<file path="config.mk">
export PLATFORM = sky130hd
export DESIGN_NAME = reg_file
export DESIGN_NICKNAME = d
export VERILOG_FILES = /design/src/rtl/reg_file.sv
export SDC_FILE = /design/constraint.sdc
export NUM_CORES = 2
export LEC_CHECK = 0
export CAP_MARGIN = 20
export CELL_PAD_IN_SITES_DETAIL_PLACEMENT = 0
export CELL_PAD_IN_SITES_GLOBAL_PLACEMENT = 2
export CORE_ASPECT_RATIO = 1.25
export CORE_MARGIN = 2
export CORE_UTILIZATION = 36
export DETAILED_ROUTE_END_ITERATION = 16
export GPL_TIMING_DRIVEN = 0
export HOLD_SLACK_MARGIN = 0.02
export PLACE_DENSITY_LB_ADDON = 0.1
export SYNTH_ARGS = -nofsm -noshare
export SYNTH_HDL_FRONTEND = slang
export SYNTH_SLANG_ARGS = --single-unit
</file>
<file path="constraint.sdc">
create_clock -name clk -period 2 [get_ports clk]
set_clock_uncertainty 0.2 [all_clocks]
set_input_delay 0.4 -clock clk [delete_from_list [all_inputs] [get_ports clk]]
set_output_delay 0.4 -clock clk [all_outputs]
set_load 0.1 [all_outputs]
</file>
<file path="src/rtl/reg_file.sv">
`default_nettype none
// ============================================================================
// Module   : reg_file
// Brief    : 2-read/1-write flop register file with registered, bypassed
//            operands for the ALU; register 0 reads as zero.
//            Optional debug read port enabled by macro REG_FILE_DEBUG_EN.
// Revision : 1.0 - initial release
// ============================================================================
module reg_file #(
    parameter int DATA_WIDTH = 32,
    parameter int ADDR_WIDTH = 5
) (
    input  logic                  clk,
    input  logic                  reset,
    input  logic [ADDR_WIDTH-1:0] read_reg1,
    input  logic [ADDR_WIDTH-1:0] read_reg2,
    input  logic [ADDR_WIDTH-1:0] write_reg,
    input  logic [DATA_WIDTH-1:0] write_data,
    input  logic                  reg_write,
    input  logic                  stall,
`ifdef REG_FILE_DEBUG_EN
    input  logic [ADDR_WIDTH-1:0] dbg_addr,
    output logic [DATA_WIDTH-1:0] dbg_data,
`endif
    output logic [DATA_WIDTH-1:0] read1,
    output logic [DATA_WIDTH-1:0] read2
);

    localparam int NUM_REGS = 2 ** ADDR_WIDTH;

    logic [DATA_WIDTH-1:0] w_regs [NUM_REGS];
    logic [DATA_WIDTH-1:0] w_val1;
    logic [DATA_WIDTH-1:0] w_val2;
    logic [DATA_WIDTH-1:0] r_read1;
    logic [DATA_WIDTH-1:0] r_read2;

    assign w_regs[0] = '0;

    // One flop bank per register so reset clears the whole array in a cycle.
    genvar gi;
    generate
        for (gi = 1; gi < NUM_REGS; gi++) begin : g_reg
            logic [DATA_WIDTH-1:0] r_q;
            always_ff @(posedge clk) begin
                if (reset) begin
                    r_q <= '0;
                end else if (reg_write && (write_reg == ADDR_WIDTH'(gi))) begin
                    r_q <= write_data;
                end
            end
            assign w_regs[gi] = r_q;
        end
    endgenerate

    // Zero check precedes the bypass so a write to register 0 never leaks out.
    always_comb begin
        w_val1 = w_regs[read_reg1];
        if (read_reg1 == '0) begin
            w_val1 = '0;
        end else if (reg_write && (write_reg == read_reg1)) begin
            w_val1 = write_data;
        end
    end

    always_comb begin
        w_val2 = w_regs[read_reg2];
        if (read_reg2 == '0) begin
            w_val2 = '0;
        end else if (reg_write && (write_reg == read_reg2)) begin
            w_val2 = write_data;
        end
    end

    always_ff @(posedge clk) begin
        if (reset) begin
            r_read1 <= '0;
            r_read2 <= '0;
        end else if (!stall) begin
            r_read1 <= w_val1;
            r_read2 <= w_val2;
        end
    end

    assign read1 = r_read1;
    assign read2 = r_read2;

`ifdef REG_FILE_DEBUG_EN
    assign dbg_data = w_regs[dbg_addr];
`endif

endmodule
`default_nettype wire

</file>
; Word level (Yosys, flattened, before mapping)
; Cells that the tools add are included.
[word_totals]
register_bits = 1056
in_bits = 51
out_inout_bits = 64
wordCells = 115
[classes]
order_cmp = 2
n_eq_ne = 33
n_mux = 10
n_bitwise = 2
reduce_logical = 35
[op_table]
columns = op, n
row1 = $bmux 32 s5, 2
row2 = $mux 32, 8
row3 = $eq 5x5->1 const B, 16
row4 = $eq 5x4->1 const B, 8
row5 = $logic_and 1x1->1, 33
row6 = $eq 5x3->1 const B, 4
row7 = $ge 6x6->1 const B, 2
row8 = $not 5->6, 2
row9 = $eq 5x2->1 const B, 2
row10 = $eq 5x5->1, 2
row11 = $logic_not 5->1, 2
row12 = $eq 5x1->1 const B, 1

; Longest topological paths before layout
[depth]
depth_word = 6
ltp_mapped = 9
depth_no_buf = 5

; Least setup slack after synthesis
; No wires, ideal clock.
[synth_path]
path_kind = input to register
from = input read_reg1[0]
to = register r_read1[14] (netlist: read1[14])
setup_ns = 0.138
arrival_ns = 1.865
t_required_ns = 1.662
path_slack_ns = -0.203
stages = 6
n_path_buf = 3
path_cell_list = buf_6 buf_6 buf_2 mux4_2 a221oi_1 o31ai_1
[synth_between]
elab_chain_len = 6
word_cells_on_any_way = 9
classes_between = eq/ne (1) / mux (5) / bitwise (1) / reduce/logical (2)
[synth_lines]
columns = item, line_no
row1 = start: declaration, 15  ; input logic [ADDR_WIDTH-1:0] read_reg1,
row2 = $not 5->6 (implied by the code), 57  ; w_val1 = w_regs[read_reg1];
row3 = $bmux 32 s5, 57
row4 = $mux 32 (implied by the code) (2 in series), 57
row5 = $mux 32, 60  ; end else if (reg_write && (write_reg == read_reg1)) begin
row6 = $mux 32 (*), 58  ; if (read_reg1 == '0) begin
row7 = end signal: assignment, 79  ; r_read1 <= w_val1;
row8 = end: declaration, 34  ; logic [DATA_WIDTH-1:0] r_read1;
; Every way passes the cells marked *; elsewhere a longest branch is shown, timed or not. The select of a mux whose other input is x is not followed.
; A chain may end at the register's enable or synchronous reset.

; Worst setup path in the final report
[layout_path]
from = input read_reg1[1]
to = register r_read1[20] (netlist: read1[20])
; Same word-level chain as after synthesis.

==> impl_metrics.tcl <==
set metrics [dict create \
    multi_input_area_mm2 0.0308 \
    placed_area_mm2 0.0571 \
    fin_tns_setup_ns -7.45 \
    cpMaxStageDelayCell "a221oi_1" \
    syn_nets 6076 \
    drc 0 \
    cp_slowest_stage_delay_ns 0.86 \
    fmax_mhz 411 \
    netlist-cell-type-count 69 \
    synth-xor-area-share 0.00179 \
    maxCapViolations 0 \
    path_clk_slew_ns 0.07 \
    detailed_place_hpwl_um 277000 \
    synth_area_leaders "dfxtp_1 40%, mux4_2 17%, nand2_1 15%" \
    synthAdderAreaFrac 0 \
    io_pins 115 \
    post-place-cells 8033 \
    vdd_drop_max_mv 0.868 \
    period_needed_ns 2.43 \
    synth_edf_count 0 \
    grt_pass1_vias 49100 \
    avgRoutedWirePerCell_um 44.2 \
    worstPathRequired_ns 2.44 \
    path_max_fanout 10 \
    vias 54400 \
    finalSetupViolCount 145 \
    root_buffer "clkbuf_16" \
    end_kind "flop" \
    syn_inst 6025 \
    hold-path-cell-count 3 \
    setup_ws_ns -0.434 \
    clock-sinks 1056 \
    num-fill-cells 14500 \
    cts_made_buffers 121 \
    reg2reg_depth 5 \
    netlist.top_cell.by_area "dfxtp_1" \
    path_cells "buf_6, buf_12, buf_6, mux2_2, a221oi_1, o21ai_0, nor3_2, o22ai_1" \
    synth-compound-area-share 0.151 \
    synth.yosys.seq_area_share 0.397 \
    grt-ovfl-total 0 \
    cts.htree.levels 3 \
    r2r_slack_ns -0.38 \
    status "finished with violations" \
    synth.most_common_cell "nand2_1" \
    synth-simple-area-share 0.172 \
    antenna_found_initial 38 \
    hold_viol_final 0 \
    firstDrtPassIters 8 \
    regArea_mm2 0.0213 \
    synth_top_cell_area_share 0.397 \
    postLayoutCellArea_mm2 0.0661 \
    p_per_area_mw_per_mm2 812 \
    detail-route-antenna-nets 0 \
    synth-seq-cells 1056 \
    cts_tree "built" \
    worstSetupStartpointType "input port" \
    dieArea_mm2 0.151 \
    synthMuxAreaShare 0.219 \
    grt_max_degree 17 \
    synth_common_cells "2067 x nand2_1, 1056 x dfxtp_1, 993 x a21oi_1" \
    syn_area_mm2 0.0532 \
    finalNonFillerCells 8360 \
    min_path_type "in2reg" \
    worst-setup-path-type "in2reg" \
    nets 6391 \
    crit_top_cell "buf_6" \
    synth_top_family_by_area "multiplexers" \
    syn_avg_cell_area_um2 8.83 \
    gp_congestion 1.08 \
    die_h_um 434 \
    p_leak_nw 22.0 \
    ys.flop_type "dfxtp_1" \
    yosys_warnings 0 \
    grt_util_all_layers 0.476 \
    synthArstFlopShare 0 \
    fin_util 0.451 \
    start_util 0.363 \
    timing.final.crit_share 1.22 \
    clk_latency_ns 0.80 \
    area_delta_synth_final_pct 24.3 \
    grt_pass1_wl_um 474000 \
    die_w_um 348 \
    failed_checks "setup timing" \
    grt_setup_unrepaired "yes" \
    wirelength_um 370000 \
    drive_gt1_frac 0.262 \
    tightest_slew_ns 1.27 \
    drt_iter0_markers 7940 \
    report.final.slew_viol_count 0 \
    numPortBuffers 74 \
    relSlewSlack 0.155 \
    viasPerCell 6.51 \
    worstPathArrival_ns 2.88 \
    core_mm2 0.147 \
    fp-row-count 157 \
    clk_path_buf_depth 3 \
]
[per-stage QoR]
stage	power (mW)	hold slack, ns	setup slack [ns]
6_report	53.7	0.0295	-0.434
5_1_grt	54.2	0.0482	-0.424
4_1_cts	52.9	0.0217	-0.251
3_5_place_dp	28.2	0.257	-2.82
3_3_place_gp	28.1	0.249	-3.17
2_1_floorplan	24.9	0.241	-0.0901
[sequential cells by signal (all words and copies together) (netlist names)]
name and count:
g.r_q 992, read2 32, read1 32
[routing by layer]
metal | global-route usage | vias up | share of wire
met5 | 0.000648 | - | 0.00052
met4 | 0.383 | 30 | 0.098
met3 | 0.154 | 1160 | 0.12
met2 | 0.696 | 4022 | 0.42
met1 | 0.574 | 27400 | 0.36
li1 | - | 21900 | -
[where the power goes]
part	internal, mW	switching, mW	leakage (nW)
clock network	14.3	10.4	2.09
registers	21.2	0.290	8.57
logic	2.02	5.49	11.4
[worst max-delay path, delay by kind of cell]
family,cells,cell delay [ns]
and+or+nand+nor,1,0.20
AOI/OAI and AO/OA,3,1.16
buffers and inverters,3,0.68
muxes,1,0.38
[path summary, 6_finish.rpt]
check	from	end
setup / recovery	read_reg1[1]	read1[20]
hold / removal	stall	read1[28]
hold reg to reg	g_reg[23].r_q[20]	g_reg[23].r_q[20]
setup reg to reg	g_reg[23].r_q[12]	read1[12]
[timing repair]
item                                   in CTS  in global routing
resized for setup                        1286                353
pin swaps                                  34                 47
setup buffers                              29                 42
gates cloned                                0                  5
endpoints found under the hold margin      23                  1
hold buffers                               20                  1
setup endpoints to repair                1120                892
[area by class of cell]
type	count	area share
Antenna cell	14	0.000530
Buffer	643	0.0686
Clock buffer	176	0.0535
Clock inverter	45	0.0104
Multi-Input combinational cell	4320	0.466
Sequential cell	1056	0.323
Tap cell	1908	0.0361
Timing Repair Buffer	198	0.0418
[cells by family after synthesis]
| group | after synthesis |
|---|---|
| AOI/OAI and AO/OA | 1398 |
| xor gates and xnor gates | 10 |
| buffers and inverters | 649 |
| DFF | 1056 |
| muxes | 617 |
| and+or+nand+nor | 2295 |
[layout by cell type, fill, tap and decap left out, types with 17 or more instances in the layout]
cell | netlist | final
buf_8 | 2 | 46
clkinv_2 | 0 | 22
clkbuf_2 | 1 | 146
a221oi_1 | 52 | 20
nor2b_1 | 31 | 25
nor3_2 | 12 | 20
a22oi_1 | 86 | 74
a22o_1 | 53 | 41
dfxtp_1 | 1056 | 974
buf_4 | 41 | 107
mux2i_1 | 120 | 87
nand2_1 | 2067 | 2041
dlygate4sd3_1 | 0 | 21
mux4_2 | 409 | 417
dfxtp_2 | 0 | 44
buf_6 | 25 | 58
clkbuf_8 | 0 | 33
buf_1 | 27 | 20
buf_2 | 161 | 86
nor3_1 | 53 | 19
nor3_4 | 1 | 27
clkbuf_1 | 384 | 192
mux2_2 | 72 | 71
nand2_2 | 1 | 24
buf_12 | 8 | 92
nor2_1 | 48 | 26
o21ai_0 | 52 | 33
clkbuf_4 | 0 | 61
mux2i_4 | 0 | 26
buf_16 | 0 | 17
a221oi_2 | 0 | 23
clkbuf_16 | 0 | 127
dfxtp_4 | 0 | 38
a21oi_1 | 993 | 993
o21ai_1 | 18 | 24
No activity file was read; power rests on OpenSTA's default activity.
